$ cat src/rtl/med_reminder_ctrl.sv
// med_reminder_ctrl: medication alarm with hour/minute edit sessions, ring timeout and taken/missed dose counters.
module med_reminder_ctrl #(
  parameter int EDIT_TIMEOUT = 30000000,
  parameter int RING_CYCLES  = 60000000
) (
  input  logic       clk,
  input  logic       rst_n,
  input  logic       key_mode,
  input  logic       key_up,
  input  logic       key_down,
  input  logic       key_next,
  input  logic       key_ok,
  input  logic       key_cancel,
  input  logic       key_ack,
  input  logic [4:0] cur_hour,
  input  logic [5:0] cur_min,
  input  logic       min_tick,
  output logic [1:0] state,
  output logic [4:0] alm_hour,
  output logic [5:0] alm_min,
  output logic [4:0] disp_hour,
  output logic [5:0] disp_min,
  output logic       alarm_en,
  output logic       buzzer,
  output logic [7:0] taken_cnt,
  output logic [3:0] missed_cnt
);
  localparam int EW = EDIT_TIMEOUT > 1 ? $clog2(EDIT_TIMEOUT) : 1;
  localparam int RW = RING_CYCLES > 1 ? $clog2(RING_CYCLES) : 1;
  localparam logic [EW-1:0] ELAST = EW'(EDIT_TIMEOUT - 1);
  localparam logic [RW-1:0] RLAST = RW'(RING_CYCLES - 1);
  typedef enum logic [1:0] {IDLE, EDIT_H, EDIT_M, RING} st_t;
  st_t st;
  logic [4:0] sh_h;
  logic [5:0] sh_m;
  logic [EW-1:0] ecnt;
  logic [RW-1:0] rcnt;
  logic any_key, match, editing;
  assign any_key = key_mode | key_up | key_down | key_next | key_ok | key_cancel | key_ack;
  assign match = alarm_en && min_tick && cur_hour == alm_hour && cur_min == alm_min;
  assign editing = st == EDIT_H || st == EDIT_M;
  assign state = st;
  assign disp_hour = editing ? sh_h : alm_hour;
  assign disp_min = editing ? sh_m : alm_min;
  always_ff @(posedge clk or negedge rst_n) begin
    if (!rst_n) begin
      st <= IDLE;
      alm_hour <= 5'd8;
      alm_min <= '0;
      sh_h <= 5'd8;
      sh_m <= '0;
      alarm_en <= 1'b0;
      buzzer <= 1'b0;
      taken_cnt <= '0;
      missed_cnt <= '0;
      ecnt <= '0;
      rcnt <= '0;
    end else begin
      case (st)
        IDLE: begin
          if (match) begin
            st <= RING;
            buzzer <= 1'b1;
            rcnt <= '0;
          end else begin
            if (key_mode) begin
              st <= EDIT_H;
              sh_h <= alm_hour;
              sh_m <= alm_min;
              ecnt <= '0;
            end
            if (key_ok) alarm_en <= !alarm_en;
            if (key_cancel) missed_cnt <= '0;
          end
        end
        EDIT_H, EDIT_M: begin
          ecnt <= any_key ? '0 : ecnt + EW'(1);
          if (key_cancel || (!any_key && ecnt == ELAST)) st <= IDLE;
          else if (key_ok) begin
            alm_hour <= sh_h;
            alm_min <= sh_m;
            alarm_en <= 1'b1;
            st <= IDLE;
          end else if (key_next) st <= st == EDIT_H ? EDIT_M : EDIT_H;
          else if (key_up ^ key_down) begin
            if (st == EDIT_H) sh_h <= key_up ? (sh_h == 5'd23 ? 5'd0 : sh_h + 5'd1) : (sh_h == 5'd0 ? 5'd23 : sh_h - 5'd1);
            else sh_m <= key_up ? (sh_m == 6'd59 ? 6'd0 : sh_m + 6'd1) : (sh_m == 6'd0 ? 6'd59 : sh_m - 6'd1);
          end
        end
        RING: begin
          rcnt <= rcnt + RW'(1);
          if (key_ack) begin
            st <= IDLE;
            buzzer <= 1'b0;
            taken_cnt <= taken_cnt == 8'hff ? taken_cnt : taken_cnt + 8'd1;
          end else if (rcnt == RLAST) begin
            st <= IDLE;
            buzzer <= 1'b0;
            missed_cnt <= missed_cnt == 4'hf ? missed_cnt : missed_cnt + 4'd1;
          end
        end
        default: st <= IDLE;
      endcase
    end
  end
endmodule

$ cat config.mk
export PLATFORM = sky130hd
export DESIGN_NAME = med_reminder_ctrl
export DESIGN_NICKNAME = d
export VERILOG_FILES = /design/src/rtl/med_reminder_ctrl.sv
export SDC_FILE = /design/constraint.sdc
export NUM_CORES = 1
export LEC_CHECK = 0
export ABC_AREA = 1
export CORE_MARGIN = 3
export CORE_UTILIZATION = 53
export DETAILED_ROUTE_END_ITERATION = 16
export GPL_ROUTABILITY_DRIVEN = 0
export GPL_TIMING_DRIVEN = 0
export PLACE_DENSITY = 0.77
export SYNTH_ARGS = -nofsm -noshare
export SYNTH_HDL_FRONTEND = slang
export SYNTH_SLANG_ARGS = --single-unit
$ cat constraint.sdc
create_clock -name clk -period 1.9 [get_ports clk]
set_input_delay 0.38 -clock clk [delete_from_list [all_inputs] [get_ports clk]]
set_output_delay 0.38 -clock clk [all_outputs]
set_load 0.05 [all_outputs]
==> summary.txt, run 1 <==
Power
  – Max rail drop VDD: 0.00145 V
  – Pleak: 3.92 nW
  – Total power draw: 12.0 mW
  – Power Dens Cells: 1420 nW/um^2

Worst setup path
  – Worst-path maximum fanout: 5
  – Crit path arrival time: 1.81 ns
  – Reg2reg setup slack: -0.10 ns
  – Reg2reg end: sh_h[4]
  – Critical R2R Launch: state[1]
  – Worst setup EP type: primary output
  – Critical Path RT: 1.52 ns
  – Critical path class: reg2out
  – R2r worst-path depth: 11
  – Critical path launch point type: flip-flop

Logic synthesis
  – Synthesized area: 6420 um^2
  – Synth warnings: 0
  – Synth Area in Adders: 2.53%
  – Top cells by count, synth: 328 x nand2_1, 118 x nor2_1, 87 x dfrtp_1, 87 x inv_1, 71 x o21ai_0
  – Synth area leaders: dfrtp_1 34%, nand2_1 19%, nor2_1 6.9%
  – Seq/Total Area, Yosys: 34.7%
  – Average size of a mapped cell: 6.64 um^2
  – Top-count cell post-synth: nand2_1
  – Share of the synthesized area in the top cell type: 33.9%
  – Synth Area in Simple Gates: 40.1%
  – Post-synthesis instance total: 966
  – Netlist cell types: 38
  – Post-synthesis net count: 1,000
  – Xor/xnor share of the synthesized area: 5.73%
  – Most used flip-flop cell after synthesis: dfrtp_1
  – Post-synth EDFFs: 0
  – Fraction of registers with async set/reset: 100%
  – Largest area contributor in the netlist: dfrtp_1
  – Synth Area in Compound Gates: 8.58%
  – Mux share of post-synthesis cell area: 0%
  – Count of state elements after synthesis: 89
  – Largest family of logic cells by synthesized area: simple AND/OR/NAND/NOR gates

Drt
  – WL final: 19.5 mm
  – Drt drc: 0
  – Total number of vias: 6,843
  – Vias per std cell: 5.61
  – Post-route ant nets: 0
  – Initial drt markers: 993
  – Drt first pass iters: 6
  – Routed length per instance: 16.0 um

Die
  – Core Box Area: 11,600 um^2
  – # rows: 39
  – Initial core utilization: 55.3%
  – Die span in x: 116 um
  – Chip height: 116 um
  – IO Count: 59
  – Die footprint: 13,500 um^2

Final layout
  – Final core occ: 72.9%
  – Layout area overhead: 32.0%
  – Total Nets Final: 1,105
  – Post-route non-filler standard cell count: 1,219
  – Layout cell share with drive strength beyond 1: 18.7%
  – Antenna Cells: 0

Timing
  – Setup Viol. Count Final: 41
  – Final Slew Violations: 0
  – Hold Violations, Final: 0
  – Fin crit share: 115%
  – Setup Skew: 0.0107 ns
  – Worst-Margin Slew: 0.571 ns
  – Slew margin rel.: 61.9%
  – RSZ-0062 raised after global routing: true
  – Fmax: 0.457 GHz
  – Worst setup margin: -0.286 ns
  – Min Tclk post-route: 2.19 ns

Clocking
  – Longest Clk Path Bufs: 2
  – CTS sink count: 89
  – Clk slew on worst S/H paths: 0.07 ns
  – Clock root cell: clkbuf_16
  – H-tree Lvls: 3
  – Worst-Skew Late Latency: 0.35 ns
  – Total clock buffers created by CTS: 9
  – CTS tree: built

Hold path
  – Hold path startpoint: buzzer
  – Hold Path Sink: buzzer
  – Hold crit path type: reg2reg
  – Hold Path Depth: 2

Run status
  – Failing checks: negative setup slack
  – Status: finished with violations

Placed design
  – # placed instances: 1,167
  – HPWL after DPL: 13.1 mm
  – IO buf count: 57

GRT
  – Number of global-route vias before repair: 6,187
  – Largest net degree at the start of global routing: 56
  – Global-route wire length before repair: 30.2 mm
  – Initial antenna violation count: 0
  – Remaining Overflow, GRT: 0
  – Overall Global Routing Usage: 28.2%

Run
  – Max-Cap Viols: 0
[stage by stage]
step / hold slack [ns] / cell area (um^2) / setup WS, ns / TNS, ns
after floorplan: 0.0844 / 6610 / -0.113 / -0.925
after global routing: 0.507 / 8470 / -0.336 / -7.81
after detailed placement: 0.364 / 7380 / -0.794 / -28.71
final: 0.480 / 8470 / -0.286 / -4.93
after global placement: 0.469 / 7360 / -3.17 / -277.82
after CTS: 0.479 / 8020 / -0.297 / -2.70
[cells in the final DEF (no fill, tap or decap), types with 5 or more instances in the layout]
cell type | Yosys | layout
dlygate4sd2_1 | 0 | 23
clkbuf_16 | 0 | 16
nand3_1 | 65 | 56
nor2_1 | 118 | 112
nand2_1 | 328 | 311
o21ai_0 | 71 | 40
inv_1 | 87 | 83
buf_4 | 2 | 30
nand4_1 | 30 | 30
dfrtp_2 | 0 | 8
nand3_2 | 4 | 12
clkbuf_1 | 13 | 5
o21ai_4 | 0 | 11
buf_6 | 7 | 16
buf_8 | 0 | 5
o21ai_2 | 0 | 5
o21ai_1 | 16 | 31
nor2_4 | 3 | 8
inv_2 | 4 | 7
a21oi_1 | 9 | 8
clkdlybuf4s50_1 | 0 | 16
clkbuf_2 | 1 | 5
xnor2_1 | 17 | 17
dfrtp_1 | 87 | 79
xor2_1 | 25 | 25
nor3_1 | 19 | 16
nand2_2 | 9 | 19
ha_1 | 13 | 9
buf_2 | 8 | 6
[worst max-delay path: stages (launching register included)]
cell and delay, ns:
dfrtp_2 0.42, inv_2 0.08, ha_4 0.21, buf_8 0.14, clkbuf_16 0.15, clkbuf_16 0.16, o21ai_4 0.13, buf_6 0.17
[per-layer routing]
layer / part of all wire [%] / track usage [%]
met1: 46 / 41.5
met2: 45 / 41.9
met3: 6.6 / 4.13
met4: 2.1 / 10.5
met5: 0 / 0
[final cells by class]
cell class | instances | area (um^2)
repair buffers | 95 | 973
inverters | 92 | 355
multi-input cells | 754 | 4110
plain buffers | 30 | 294
fillers | 896 | 3140
clock inverters | 7 | 93.8
flip-flops and latches | 89 | 2240
well taps | 143 | 179
clock buffers | 9 | 225
[timing repair]
action | in CTS | in global routing
buffers inserted | 15 | 13
hold buffers | 1 | 0
gates resized for setup | 144 | 95
endpoints found under the hold margin | 15 | 0
endpoints found under the setup margin | 73 | 94
pin swaps | 2 | 19
cloned | 3 | 5
[how the worst max path moves through the flow]
stage,startpoint,endpoint,cells past startpoint
2_1_floorplan,state[1],disp_hour[1],6
3_3_place_gp,rst_n,state[1],1
3_5_place_dp,state[1],disp_min[2],8
4_1_cts,state[0],disp_hour[1],7
5_1_grt,state[0],disp_min[3],7
6_report,state[0],disp_min[3],7
[logic make-up (layout without fill, tap and decap cells)]
logic type	Yosys count	count (layout)
compound gates	105	105
xor+xnor	42	42
fa+ha+maj	13	13
buf+inv	123	233
flops	89	89
simple gates	594	594
[report_power, final]
part           internal (mW)  leakage, nW  switching (mW)
registers               2.19         1.19           0.373
logic                   2.90         2.58            4.64
clock network           1.15        0.152           0.791
total                   6.24         3.92            5.80
[state kept, by name, summed over array words and instances, names as in the netlist]
register,count
rcnt,26
ecnt,25
taken_cnt,8
alm_min,6
sh_m,6
alm_hour,5
sh_h,5
missed_cnt,4
state,2
alarm_en,1
buzzer,1
(Power assumes the default switching activity.)
==> run 2: changes to the inputs <==
- ABC_AREA: 1 -> not set
- CORE_UTILIZATION: 53 -> 52
==> summary.txt, run 2 <==
Drt
  – WL final: 23.1 mm (was 19.5 mm)
  – Drt drc: 0 (unchanged)
  – Max Used Layer: met4 (unchanged)
  – Vias per std cell: 6.82 (was 5.61)
  – Initial drt markers: 827 (was 993)
  – Total number of vias: 6,577 (was 6,843)
  – M1 WL: 8.54 mm (was 8.92 mm)
  – Met3 WL post-DR: 2.32 mm (was 1.29 mm)
  – Post-route ant nets: 0 (unchanged)
  – Met2 WL: 10.9 mm (was 8.83 mm)
  – Routed length per instance: 24.0 um (was 16.0 um)
  – Drt first pass iters: 5 (was 6)

Die
  – Core Box Area: 10,500 um^2 (was 11,600 um^2)
  – IO Count: 59 (unchanged)
  – Die span in x: 110 um (was 116 um)
  – Die footprint: 12,200 um^2 (was 13,500 um^2)
  – Initial core utilization: 54.3% (was 55.3%)
  – # rows: 37 (was 39)
  – Chip height: 110 um (was 116 um)

Timing
  – Fin crit share: 123% (was 115%)
  – Hold Violations, Final: 0 (unchanged)
  – Final Slew Violations: 0 (unchanged)
  – Setup Viol. Count Final: 93 (was 41)
  – Setup Skew: 0.0185 ns (was 0.0107 ns)
  – Slew margin rel.: 59.9% (was 61.9%)
  – Worst-Margin Slew: 0.601 ns (was 0.571 ns)
  – RSZ-0062 raised after global routing: true (unchanged)
  – Min Tclk post-route: 2.33 ns (was 2.19 ns)
  – Fmax: 0.429 GHz (was 0.457 GHz)
  – Worst setup margin: -0.430 ns (was -0.286 ns)

Logic synthesis
  – Synth warnings: 0 (unchanged)
  – Fraction of registers with async set/reset: 100% (unchanged)
  – Share of the synthesized area in the top cell type: 38.3% (was 33.9%)
  – Top-count cell post-synth: dfrtp_1 (was nand2_1)
  – Most used flip-flop cell after synthesis: dfrtp_1 (unchanged)
  – Post-synthesis net count: 680 (was 1,000)
  – Netlist cell types: 79 (was 38)
  – Seq/Total Area, Yosys: 39.3% (was 34.7%)
  – Post-synthesis instance total: 646 (was 966)
  – Count of state elements after synthesis: 89 (unchanged)
  – Synthesized area: 5680 um^2 (was 6420 um^2)
  – Synth area leaders: dfrtp_1 38%, nand2_1 5.1%, o21ai_0 4.8% (was dfrtp_1 34%, nand2_1 19%, nor2_1 6.9%)
  – Largest area contributor in the netlist: dfrtp_1 (unchanged)
  – Post-synth EDFFs: 0 (unchanged)
  – Average size of a mapped cell: 8.79 um^2 (was 6.64 um^2)
  – Top cells by count, synth: 87 x dfrtp_1, 77 x nand2_1, 54 x o21ai_0 (was 328 x nand2_1, 118 x nor2_1, 87 x dfrtp_1, 87 x inv_1, 71 x o21ai_0)

Final layout
  – Largest Register: rcnt (unchanged)
  – Max FFs per register: 26 (unchanged)
  – Commonest non-fill, non-tap cell in the layout: buf_4 (was nand2_1)
  – Multi-input logic area: 4380 um^2 (was 4110 um^2)
  – Reg area: 2260 um^2 (was 2240 um^2)
  – Fillers: 460 (was 896)
  – Post-route non-filler standard cell count: 964 (was 1,219)
  – Largest regs: rcnt (26), ecnt (25), taken_cnt (8) (unchanged)
  – Layout cell share with drive strength beyond 1: 44.2% (was 18.7%)
  – Layout area overhead: 59.7% (was 32.0%)
  – Commonest cells after routing, fill and taps aside: 68 x buf_4, 64 x dfrtp_1, 54 x nand2_1, 42 x buf_6, 37 x nand3_1 (was 311 x nand2_1, 112 x nor2_1, 83 x inv_1, 79 x dfrtp_1, 56 x nand3_1)
  – Antenna Cells: 0 (unchanged)
  – Total Nets Final: 857 (was 1,105)

Clocking
  – Longest Clk Path Bufs: 2 (unchanged)
  – Clock root cell: clkbuf_8 (was clkbuf_16)
  – Worst-Skew Late Latency: 0.40 ns (was 0.35 ns)
  – H-tree Lvls: 3 (unchanged)
  – Clk slew on worst S/H paths: 0.11 ns (was 0.07 ns)
  – CTS tree: built (unchanged)
  – CTS sink count: 89 (unchanged)
  – Total clock buffers created by CTS: 9 (unchanged)

Power
  – Power Dens Cells: 1480 nW/um^2 (was 1420 nW/um^2)
  – Max rail drop VDD: 0.00143 V (was 0.00145 V)
  – Total power draw: 13.4 mW (was 12.0 mW)
  – Pleak: 3.83 nW (was 3.92 nW)

Worst setup path
  – Worst setup EP type: flip-flop (was primary output)
  – Worst-path maximum fanout: 5 (unchanged)
  – Startpoint of the worst setup timing path: alm_hour[3] (was state[0])
  – Critical R2R Launch: alm_hour[3] (was state[1])
  – Reg2reg setup slack: -0.43 ns (was -0.10 ns)
  – R2r worst-path depth: 9 (was 11)
  – Critical path launch point type: flip-flop (unchanged)
  – Reg2reg end: sh_m[0] (was sh_h[4])
  – Crit path arrival time: 2.61 ns (was 1.81 ns)
  – Critical Path RT: 2.18 ns (was 1.52 ns)
  – Critical path class: reg2reg (was reg2out)

GRT
  – Number of global-route vias before repair: 6,053 (was 6,187)
  – Initial antenna violation count: 0 (unchanged)
  – Overall Global Routing Usage: 31.4% (was 28.2%)
  – Remaining Overflow, GRT: 0 (unchanged)
  – Largest net degree at the start of global routing: 51 (was 56)
  – Global-route wire length before repair: 31.3 mm (was 30.2 mm)

Run status
  – Status: finished with violations (unchanged)
  – Failing checks: negative setup slack (unchanged)

Hold path
  – Hold Path Depth: 1 (was 2)
  – Hold Path Sink: taken_cnt[5] (was buzzer)
  – Hold path startpoint: taken_cnt[5] (was buzzer)
  – Hold crit path type: reg2reg (unchanged)

Placed design
  – IO buf count: 58 (was 57)
  – # placed instances: 841 (was 1,167)
  – HPWL after DPL: 10.7 mm (was 13.1 mm)
  – Post-place setup slack: -0.823 ns (was -0.794 ns)

Run
  – Max-Cap Viols: 0 (unchanged)
[run 2: worst max path at each step]
stage	to	slack (ns)
after CTS	disp_min[5]	-0.38
after global routing	sh_m[0]	-0.47
after detailed placement	disp_hour[1]	-0.82
final	sh_m[0]	-0.43
after global placement	alm_min[4]	-3.16
after floorplan	disp_hour[1]	-0.23
[run 2: layout make-up]
class                   count  area share, %
plain buffers              31           3.92
clock buffers              10           1.52
clock inverters             6          0.745
inverters                  19          0.828
multi-input cells         505           48.3
flip-flops and latches     89           24.9
well taps                 136           1.88
repair buffers            167           17.8
repair inverters            1         0.0828
[run 2: metrics by stage]
stage	utilization, %	setup TNS, ns	instance area (um^2)	hold slack, ns
global placement	64.9	-303.01	6790	0.463
finish	86.7	-23.49	9070	0.492
detailed placement	65.1	-51.30	6820	0.393
CTS	80.5	-12.67	8420	0.497
floorplan	-	-6.88	6040	0.0844
global route	86.7	-27.49	9070	0.522
[run 2: worst max-delay path: stages, from the launching register on]
cell and delay (ns):
dfstp_4 0.67, xor2_4 0.26, buf_6 0.14, nor4_2 0.03, buf_4 0.17, a31oi_1 0.36
o21ai_4 0.14, buf_8 0.17, a311oi_2 0.20, a21oi_1 0.07
[run 2: report_power, final]
| part | leakage, nW | internal [mW] | switching (mW) |
|---|---|---|---|
| Clock | 0.0985 | 0.646 | 0.781 |
| Sequential | 1.10 | 2.26 | 0.493 |
| Combinational | 2.63 | 3.92 | 5.29 |
[run 2: logic make-up after synthesis]
family / count (synthesis) / share of synthesized area, %
buf+inv: 53 / 3.97
mux: 20 / 3.81
fa+ha+maj: 13 / 2.86
xor+xnor: 38 / 5.86
compound gates: 162 / 19.1
simple gates: 271 / 25.1
flops: 89 / 39.3
[run 2: layer usage]
metal,track usage (%),vias up
li1,-,2709
met1,39.9,3179
met2,51.3,525
met3,5.97,164
met4,15.9,0
met5,0,-
[run 2: timing repair]
item                                   CTS  global route
hold buffers                             1             0
resized for setup                      304           115
gates cloned                            11             0
endpoints found under the hold margin   39             0
setup endpoints to repair              119            93
setup buffers                           73            28
pin swaps                               70            45
